## src/rtl/prog_loader.sv

```systemverilog
// Program image loader: parses a counted, checksummed byte stream into 16-bit words
// for program memory and holds the core in reset until the image verifies.
module prog_loader #(
  parameter int unsigned ADDR_W = 6,
  parameter int unsigned DEPTH  = 64
) (
  input  logic              clk,
  input  logic              reset,
  input  logic [7:0]        in_data,
  input  logic              in_valid,
  output logic              in_ready,
  input  logic              reload,
  output logic              wr_en,
  output logic [ADDR_W-1:0] wr_addr,
  output logic [15:0]       wr_data,
  output logic              cpu_reset,
  output logic              done,
  output logic              error,
  output logic [ADDR_W:0]   words_loaded
);

  typedef enum logic [2:0] {
    StCntHi, StCntLo, StDataHi, StDataLo, StChk, StRun, StErr
  } state_e;

  state_e            state_q, state_d;
  logic [15:0]       count_q, count_d;
  logic [7:0]        hi_q, hi_d;
  logic [7:0]        csum_q, csum_d;
  logic [ADDR_W:0]   idx_q, idx_d;
  logic              wr_en_q, wr_en_d;
  logic [ADDR_W-1:0] wr_addr_q, wr_addr_d;
  logic [15:0]       wr_data_q, wr_data_d;
  logic              cpu_reset_q, done_q, error_q;

  logic              xfer;
  logic [15:0]       cnt_full;
  logic [ADDR_W:0]   idx_inc;

  assign in_ready = (state_q != StRun) && (state_q != StErr);
  assign xfer     = in_valid && in_ready;
  assign cnt_full = {count_q[15:8], in_data};
  assign idx_inc  = idx_q + (ADDR_W + 1)'(1);

  always_comb begin
    state_d   = state_q;
    count_d   = count_q;
    hi_d      = hi_q;
    csum_d    = csum_q;
    idx_d     = idx_q;
    wr_en_d   = 1'b0;
    wr_addr_d = wr_addr_q;
    wr_data_d = wr_data_q;
    unique case (state_q)
      StCntHi: begin
        if (xfer) begin
          count_d[15:8] = in_data;
          state_d       = StCntLo;
        end
      end
      StCntLo: begin
        if (xfer) begin
          count_d = cnt_full;
          if (cnt_full == 16'd0 || 32'(cnt_full) > DEPTH) state_d = StErr;
          else                                          state_d = StDataHi;
        end
      end
      StDataHi: begin
        if (xfer) begin
          hi_d    = in_data;
          csum_d  = csum_q ^ in_data;
          state_d = StDataLo;
        end
      end
      StDataLo: begin
        if (xfer) begin
          csum_d    = csum_q ^ in_data;
          wr_en_d   = 1'b1;
          wr_addr_d = idx_q[ADDR_W-1:0];
          wr_data_d = {hi_q, in_data};
          idx_d     = idx_inc;
          // idx_inc counts the word just completed, so equality means it was word N
          state_d   = (16'(idx_inc) == count_q) ? StChk : StDataHi;
        end
      end
      StChk: begin
        if (xfer) state_d = (in_data == csum_q) ? StRun : StErr;
      end
      StRun, StErr: begin
        if (reload) begin
          state_d = StCntHi;
          idx_d   = '0;
          csum_d  = '0;
        end
      end
      default: state_d = StCntHi;
    endcase
  end

  always_ff @(posedge clk or posedge reset) begin
    if (reset) begin
      state_q     <= StCntHi;
      count_q     <= '0;
      hi_q        <= '0;
      csum_q      <= '0;
      idx_q       <= '0;
      wr_en_q     <= 1'b0;
      wr_addr_q   <= '0;
      wr_data_q   <= '0;
      cpu_reset_q <= 1'b1;
      done_q      <= 1'b0;
      error_q     <= 1'b0;
    end else begin
      state_q     <= state_d;
      count_q     <= count_d;
      hi_q        <= hi_d;
      csum_q      <= csum_d;
      idx_q       <= idx_d;
      wr_en_q     <= wr_en_d;
      wr_addr_q   <= wr_addr_d;
      wr_data_q   <= wr_data_d;
      cpu_reset_q <= (state_d != StRun);
      done_q      <= (state_d == StRun);
      error_q     <= (state_d == StErr);
    end
  end

  assign wr_en        = wr_en_q;
  assign wr_addr      = wr_addr_q;
  assign wr_data      = wr_data_q;
  assign cpu_reset    = cpu_reset_q;
  assign done         = done_q;
  assign error        = error_q;
  assign words_loaded = idx_q;

endmodule

```

## config.mk

```make
export PLATFORM = sky130hd
export DESIGN_NAME = prog_loader
export DESIGN_NICKNAME = d
export VERILOG_FILES = /design/src/rtl/prog_loader.sv
export SDC_FILE = /design/constraint.sdc
export NUM_CORES = 1
export LEC_CHECK = 0
export BUFFER_PORTS_ARGS = -buffer_cell sky130_fd_sc_hd__buf_2
export CAP_MARGIN = 20
export CORE_ASPECT_RATIO = 2
export CORE_MARGIN = 10
export CORE_UTILIZATION = 30
export CTS_BUF_LIST = sky130_fd_sc_hd__clkbuf_16
export DETAILED_ROUTE_END_ITERATION = 10
export SETUP_SLACK_MARGIN = 0.02
export SLEW_MARGIN = 20
export SYNTH_ARGS = -nofsm -noshare
export SYNTH_HDL_FRONTEND = slang
export SYNTH_SLANG_ARGS = --single-unit
```

## constraint.sdc

```tcl
create_clock -name clk -period 4.7 [get_ports clk]
set_input_delay 0.94 -clock clk [delete_from_list [all_inputs] [get_ports clk]]
set_output_delay 0.94 -clock clk [all_outputs]
set_load 0.02 [all_outputs]
```

Word-level counts from Yosys, hierarchy flattened
Cells that the tools add are included.
- add/sub/neg operators: 1
- order comparisons: 1
- eq/ne operators: 16
- mux-type cells: 20
- bitwise logic cells: 2
- reduce and logical (&&, ||, !) cells: 15
- operator list (cell ; number):
    $pmux 8 s2 ; 2
    $mux 3 ; 8
    $mux 8 ; 3
    $pmux 3 s6 ; 1
    $eq 7x16->1 ; 1
    $gt 16x7->1 const B ; 1
    $logic_not 16->1 ; 1
    $eq 3x3->1 const B ; 5
    $mux 7 ; 2
    $pmux 7 s2 ; 1
    $ne 3x3->1 const B ; 3
    $reduce_and 3->1 ; 3
    $eq 8x8->1 ; 1
    $xor 8x8->8 ; 1
    $add 7x1->7 const B ; 1
    $eq 3x2->1 const B ; 2
    $reduce_and 2->1 ; 3
    $ne 2x2->1 const B ; 2
    $reduce_bool 2->1 ; 2
    $reduce_or 2->1 ; 2
    $eq 3x1->1 const B ; 1
    $logic_not 3->1 ; 1
    $logic_and 1x1->1 ; 2
    $mux 1 ; 2
    other kinds (4) ; 4
- register bits: 68
- output and inout bits: 34
- word-level logic and storage cells: 67

Longest topological paths before layout
Gate-level depths: netlist of run 1.
- word-level depth: 6
- mapped depth: 7

Worst setup path before layout of run 1
OpenSTA, ideal clock, no wires.
- path kind: register -> register
- start point: reg idx_q[0], in the netlist words_loaded[0]
- end point: reg state_q[1]
- library setup time: 0.120 ns
- data arrival time: 2.243 ns
- required time: 4.580 ns
- path slack: 2.337 ns
- stages on the path, launching flop included: 7
- path buffers: 0
- period minus slack after synthesis: 2.363 ns
- path through: dfrtp_1 > ha_1 > xnor2_1 > nand2_4 > or4_1 > or4_1 > a41o_1
- cells in the longest elaborated chain, start to end: 5
- RTL lines (what ; line ; source):
    start: declaration ; 30 ; logic [ADDR_W:0] idx_q, idx_d;
    start signal: assignment ; 118 ; idx_q <= idx_d;
    $add 7x1->7 ; 43 ; assign idx_inc = idx_q + (ADDR_W + 1)'(1);
    $eq 7x16->1 ; 83 ; state_d = (16'(idx_inc) == count_q) ? StChk : StDataHi;
    $mux 3 ; 83 ;
    $mux 3 ; 76 ; if (xfer) begin
    $pmux 3 s6 ; 54 ; unique case (state_q)
    net state_d[1] ; 26 ; state_e state_q, state_d;
    end signal: assignment ; 102 ; state_q <= StCntHi;
    end signal: assignment ; 114 ; state_q <= state_d;
    end: declaration ; 26 ;
The timed path passes the listed nets, and every way through them passes these cells.
A chain may end at the register's enable or synchronous reset.

Final worst setup path of run 1
- start point: reg state_q[0]
- end point: out in_ready
- cells in the longest elaborated chain, start to end: 2
- elaborated cells on any way between the ends: 3
- classes of those cells: eq/ne (2); reduce/logical (1)
- RTL lines (what ; line ; source):
    $ne 3x3->1 ; 40 ; assign in_ready = (state_q != StRun) && (state_q != StErr);
    $logic_and 1x1->1 (*) ; 40 ;
    end: declaration ; 11 ; output logic in_ready,
Mark *: on every way between the ends. The rest lies on a longest branch, timed or not.

==> results of run 1 <==
==> where the power goes <==
group	internal (mW)	leakage, nW	switching [mW]
Sequential	0.828	0.853	0.195
Clock	0.348	0.131	0.237
Combinational	0.369	0.792	0.471
==> layout by cell type, fill, tap and decap left out, types with 2 or more instances in the layout <==
master,instances
a21oi_1,2
and2_1,3
and3_1,2
buf_2,45
buf_4,2
clkbuf_16,9
clkinv_2,2
clkinvlp_4,2
dfrtp_1,67
inv_1,4
inv_2,2
mux2_1,8
mux2_2,18
nand2_1,78
nand2b_1,11
nand3_1,4
nand4_1,2
nor2_1,11
nor2b_1,2
nor3_1,2
nor4_2,2
o21ai_0,22
o21ai_1,2
o31ai_1,2
o41ai_1,2
or4_1,4
xnor2_1,13
xor2_1,7
==> final timing paths <==
path / endpoint / slack [ps] / cells past startpoint
min in group asynchronous: wr_data[9]$_DFFE_PP0P_ / 800 / 2
min: wr_addr[1]$_DFFE_PP0P_ / 470 / 2
max: in_ready / 2140 / 4
max reg2reg: state_q[1]$_DFF_PP0_ / 2200 / 6
min reg2reg: wr_addr[1]$_DFFE_PP0P_ / 470 / 2
max in group asynchronous: count_q[14]$_DFFE_PP0P_ / 3010 / 3
==> per-stage QoR <==
step	area [sq um]	util, %	setup slack [ps]
global placement	3480	34.3	1800
detailed placement	3480	34.3	1760
finish	3740	36.9	2140
CTS	3740	36.9	2110
global route	3740	36.9	1980
floorplan	3130	-	2050
==> per-layer routing <==
layer  vias up  wire (microns)
met1      1115            2830
li1       1098               -
met3        11             227
met2        40            4200
met4         0             194
met5         -               0
==> kinds of logic after synthesis <==
logic type               count (synthesis)  synth area share [%]
AO/OA/AOI/OAI                           37                  7.16
XOR/XNOR                                22                  6.88
adder cells (fa/ha/maj)                  2                 0.720
buffers and inverters                   18                  2.20
flip-flops                              68                  54.5
multiplexers                            26                  9.36
AND/OR/NAND/NOR                        127                  19.2
==> cell type report <==
type | instances | area, sq um | area share, %
repair buffers | 47 | 240 | 6.42
multi-input cells | 214 | 1360 | 36.2
inverters | 4 | 15.0 | 0.401
well taps | 135 | 169 | 4.51
flip-flops and latches | 68 | 1700 | 45.5
clock inverters | 7 | 36.3 | 0.969
clock buffers | 9 | 225 | 6.02
==> registers in the layout (all words and copies together) (netlist names) <==
| signal | cells |
|---|---|
| words_loaded | 7 |
| csum_q | 8 |
| count_q | 16 |
| wr_addr | 6 |
| wr_data | 16 |
| error | 1 |
| state_q | 3 |
| cpu_reset | 1 |
| hi_q | 8 |
| wr_en | 1 |
| done | 1 |
==> worst max-delay path, delay by kind of cell, from the launching register on <==
kind | cells | cell delay (ps)
XOR/XNOR | 1 | 220
buffers and inverters | 2 | 220
AND/OR/NAND/NOR | 1 | 230
flip-flops | 1 | 630
==> summary.txt, run 1 <==
Routing
  – Number of DRC markers in iteration 0: about 160
  – DRT antenna net count: 0
  – WL final: 7.45 mm
  – Drt wl/cell: 15.4 microns
  – DR vias: between 2000 and 2500
  – Drt drc: 0
  – Pre-antenna DRT Iters: 4
  – Vias per cell: 4.68

Global route
  – Vias in the first global route: ~2400
  – Met3 Use GR: under 10%
  – GR Util met2: a little under a fifth
  – Gr ovfl total: 0
  – Total Routing Usage GR: 10.4%
  – Met1 usage: approximately a tenth
  – Largest net degree at the start of global routing: between 40 and 50
  – Initial antenna violation count: 0
  – GRT busiest layer: met2
  – First-pass GRT wire length: about 12 mm

Final layout
  – Share of post-route cells with drive strength above 1: between 20% and 30%
  – Area grow syn2layout: 19.7%
  – Fin cells: ~480
  – Diode count: 0
  – Final nets: roughly 360
  – Fill cell instance count of the final layout: around 1100

Clocking
  – Reg clk slew, reported paths: ~50 ps
  – Clock latency at the later pin of the worst-skew pair: ~330 ps
  – Total CTS buffers: 9
  – TritonCTS clock tree: yes
  – Root Driver: clkbuf_16
  – Cts hold-fix bufs: 0
  – H-tree Lvls: 3
  – CTS Buffer Depth: 2
  – Post-CTS Resized: 0
  – Clock sink count: 68
  – Post-CTS setup-driven buffer insertion count: 0

Floorplan
  – Core Box Area: 10100 sq um
  – Std-Cell Rows: 52
  – Area of the die: 15200 sq um
  – Die height: roughly 160 microns
  – I/O pins: between 40 and 50
  – Die width: ~92 microns
  – Starting Density: a little under a third

Critical path
  – CP max stage delay: 630 ps
  – Arr. time, crit path: 1620 ps
  – Reg-to-reg startpoint: words_loaded[0]$_DFFE_PP0P_
  – Startpoint types: register
  – Crit path cell chain: xor2_1 -> and2_1 -> inv_1 -> buf_2
  – Critical Path RT: approximately 3800 ps
  – Max stage delay cell, worst path: dfrtp_1
  – Crit path launch: state_q[0]$_DFF_PP0_
  – Critical Path Sink Type: output port
  – CP Max Fanout: 14
  – Crit Path Category: register to output port

Yosys
  – YS warnings: 0
  – Largest cells by area after synthesis: dfrtp_1, nand2_1, mux2_2, xnor2_1, o21ai_0
  – Post-synth EDFFs: 0
  – Top_reg_cell synth: dfrtp_1
  – Register bit total from synthesis: 68
  – Count leader, synth: nand2_1
  – Synth top area share: 53.6%
  – Top cells by count, synth: nand2_1, dfrtp_1, o21ai_0, mux2_2, xnor2_1
  – Post-synth top area cell: dfrtp_1
  – Post-synthesis sequential area ratio: a little over half
  – Synthesized instance count: 300
  – Cell variety after synth: 44
  – Asr flop ratio synth: 100%
  – Syn nets: 313
  – Synthesized area: about 3100 sq um
  – Avg Cell Area, Syn: ~10 sq um

STA
  – Max Freq: roughly 390 MHz
  – RSZ-0062 raised after global routing: no
  – Setup violators final: 0
  – Clock skew: between 5 and 6 ps
  – Relative slew slack: between 40 and 50%
  – Least-Margin Pin Slew: 897 ps
  – Max Slew Vio Count: 0
  – Final hold vios: 0
  – Setup_tns: 0 ps
  – Tcrit/Tclk final: between 50% and 60%
  – WHS: 467 ps
  – Final Critical Period: approximately 2600 ps

Place
  – Placer's final routability congestion estimate: roughly 0.80
  – Buffers added on ports: between 40 and 50
  – Placed Cells: 468
  – HPWL Detailed: around 5.5 mm

Outcome
  – Status: completed

Power
  – Pwr Total: 2.45 mW
  – Pwr per Cell Area: ~650 nW/um^2
  – Max IR drop VDD: 0.000251 V
  – Leakage Power: approximately 1.8 nW

Min path
  – Min-Delay Startpoint: wr_addr[1]$_DFFE_PP0P_
  – HP Class: register to register

Flow run
  – Max cap viols: 0
(Power assumes the default switching activity.)
==> inputs of run 2 (changes only) <==
- clock period: 4.7 -> 2.3 ns (I/O delays scaled with it)
==> summary.txt, run 2 (synthesized netlist as in run 1, its figures left out) <==
Final layout
  – Design area: between 3000 and 4000 sq um
  – Share of post-route cells with drive strength above 1: between 20 and 30%
  – Most frequent cells in the layout: nand2_1, dfrtp_1, buf_2
  – Fin util: ~39%
  – Commonest non-fill, non-tap cell in the layout: nand2_1
  – Final nets: roughly 370
  – Area grow syn2layout: 25.9%
  – Diode count: 0

Global route
  – GR Util met2: a little under a fifth
  – Largest net degree at the start of global routing: 37
  – Vias in the first global route: between 2000 and 2500
  – Gr ovfl total: 0
  – Total Routing Usage GR: 10.7%
  – Met3 Use GR: ~1.6%
  – Met1 usage: 11.2%
  – Initial antenna violation count: 0
  – First-pass GRT wire length: 12.6 mm
  – GRT busiest layer: met2

Floorplan
  – Core Box Area: just over 10000 sq um
  – Std-Cell Rows: 52
  – Area of the die: between 15000 and 20000 sq um
  – Die width: slightly above 90 microns
  – I/O pins: between 40 and 50
  – Starting Density: a little under a third
  – Die height: around 160 microns

STA
  – Tcrit/Tclk final: roughly 96%
  – Fin worst setup slack: around 100 ps
  – Final hold vios: 0
  – Relative slew slack: approximately 61%
  – Final Critical Period: between 2000 and 2500 ps
  – Clock skew: 4.95 ps
  – RSZ-0062 raised after global routing: no
  – Least-Margin Pin Slew: about 590 ps
  – Setup violators final: 0
  – Setup_tns: 0 ps
  – Max Freq: about 450 MHz
  – Max Slew Vio Count: 0

Clocking
  – Clock latency at the later pin of the worst-skew pair: 330 ps
  – TritonCTS clock tree: yes
  – H-tree Lvls: 3
  – Reg clk slew, reported paths: approximately 50 ps
  – Root Driver: clkbuf_16
  – Cts hold-fix bufs: 0
  – Total CTS buffers: 9
  – CTS Buffer Depth: 2
  – Clock sink count: between 60 and 70

Critical path
  – Reg2reg setup slack: ~100 ps
  – Arr. time, crit path: 2420 ps
  – Crit Path Category: register to register
  – Reg-to-reg startpoint: words_loaded[0]$_DFFE_PP0P_
  – CP Max Fanout: 2
  – Worst setup endpoint: state_q[1]$_DFF_PP0_
  – Max stage delay cell, worst path: or4_4
  – Crit path cell chain: ha_4 -> xnor2_2 -> nand2_4 -> or4_1 -> or4_4 -> a41o_1
  – CP max stage delay: 500 ps
  – Reg2reg path depth: 6
  – Critical Path Sink Type: register
  – Crit path launch: words_loaded[0]$_DFFE_PP0P_
  – Critical Path Stages: 6
  – Worst Path Buf+Inv: 0
  – Critical Path RT: about 2500 ps
  – Startpoint types: register
  – CP delay by family, top: simple AND/OR/NAND/NOR gates
  – R2R Path End: state_q[1]$_DFF_PP0_

Min path
  – HP Class: input port to async pin

Routing
  – DRT antenna net count: 0
  – Number of DRC markers in iteration 0: roughly 120
  – Pre-antenna DRT Iters: 4
  – Vias per cell: between 4 and 5
  – Drt drc: 0
  – DR vias: roughly 2300
  – Drt wl/cell: between 15 and 20 microns
  – WL final: roughly 7.7 mm

Place
  – HPWL Detailed: approximately 5.7 mm
  – Buffers added on ports: between 40 and 50
  – DP Area: 3620 sq um
  – Pre-CTS setup slack: -30.5 ps
  – Placer's final routability congestion estimate: about 0.79

Power
  – Pwr Total: around 5.3 mW
  – Max IR drop VDD: 0.000524 V
  – Leakage Power: 1.88 nW
  – Pwr per Cell Area: 1350 nW/um^2

Outcome
  – Status: completed

Flow run
  – Max cap viols: 0
==> run 2: final cells by class <==
class | count | area, sq um
inverter | 4 | 18.8
timing repair buffer | 63 | 373
multi-input combinational | 214 | 1380
sequential | 68 | 1700
clock inverter | 7 | 68.8
tap | 135 | 169
fill | 1046 | 6210
clock buffer | 9 | 225
==> run 2: how the worst min path moves through the flow <==
stage	from	to	slack (ps)	cells after the start
after floorplan	hi_q[2]$_DFFE_PP0P_	wr_data[10]$_DFFE_PP0P_	430	2
after global placement	hi_q[4]$_DFFE_PP0P_	wr_data[12]$_DFFE_PP0P_	450	2
after detailed placement	reset	done$_DFF_PP0_	460	2
after CTS	reset	words_loaded[5]$_DFFE_PP0P_	110	2
after global routing	reset	state_q[0]$_DFF_PP0_	120	2
final	reset	error$_DFF_PP0_	100	2
==> run 2: routing by layer <==
| metal | part of all wire, % | vias up |
|---|---|---|
| li1 | - | 1126 |
| met1 | 38 | 1142 |
| met2 | 56 | 34 |
| met3 | 2.4 | 14 |
| met4 | 3.2 | 0 |
| met5 | 0 | - |
==> run 2: repair_timing <==
item	in CTS	in global routing
setup endpoints to repair	1	0
resized for setup	3	0
hold endpoints to repair	0	0
setup buffers	0	0
==> run 2: where the power goes <==
| group | switching, mW | internal (mW) | total, mW |
|---|---|---|---|
| clock network | 0.520 | 0.834 | 1.35 |
| registers | 0.320 | 1.70 | 2.01 |
| logic | 1.07 | 0.864 | 1.93 |
| total | 1.91 | 3.39 | 5.30 |
==> run 2: through the flow <==
| stage | hold WS, ps | std cells |
|---|---|---|
| floorplan | 435 | 300 |
| global placement | 449 | 484 |
| detailed placement | 457 | 484 |
| CTS | 106 | 500 |
| global route | 124 | 500 |
| finish | 102 | 500 |
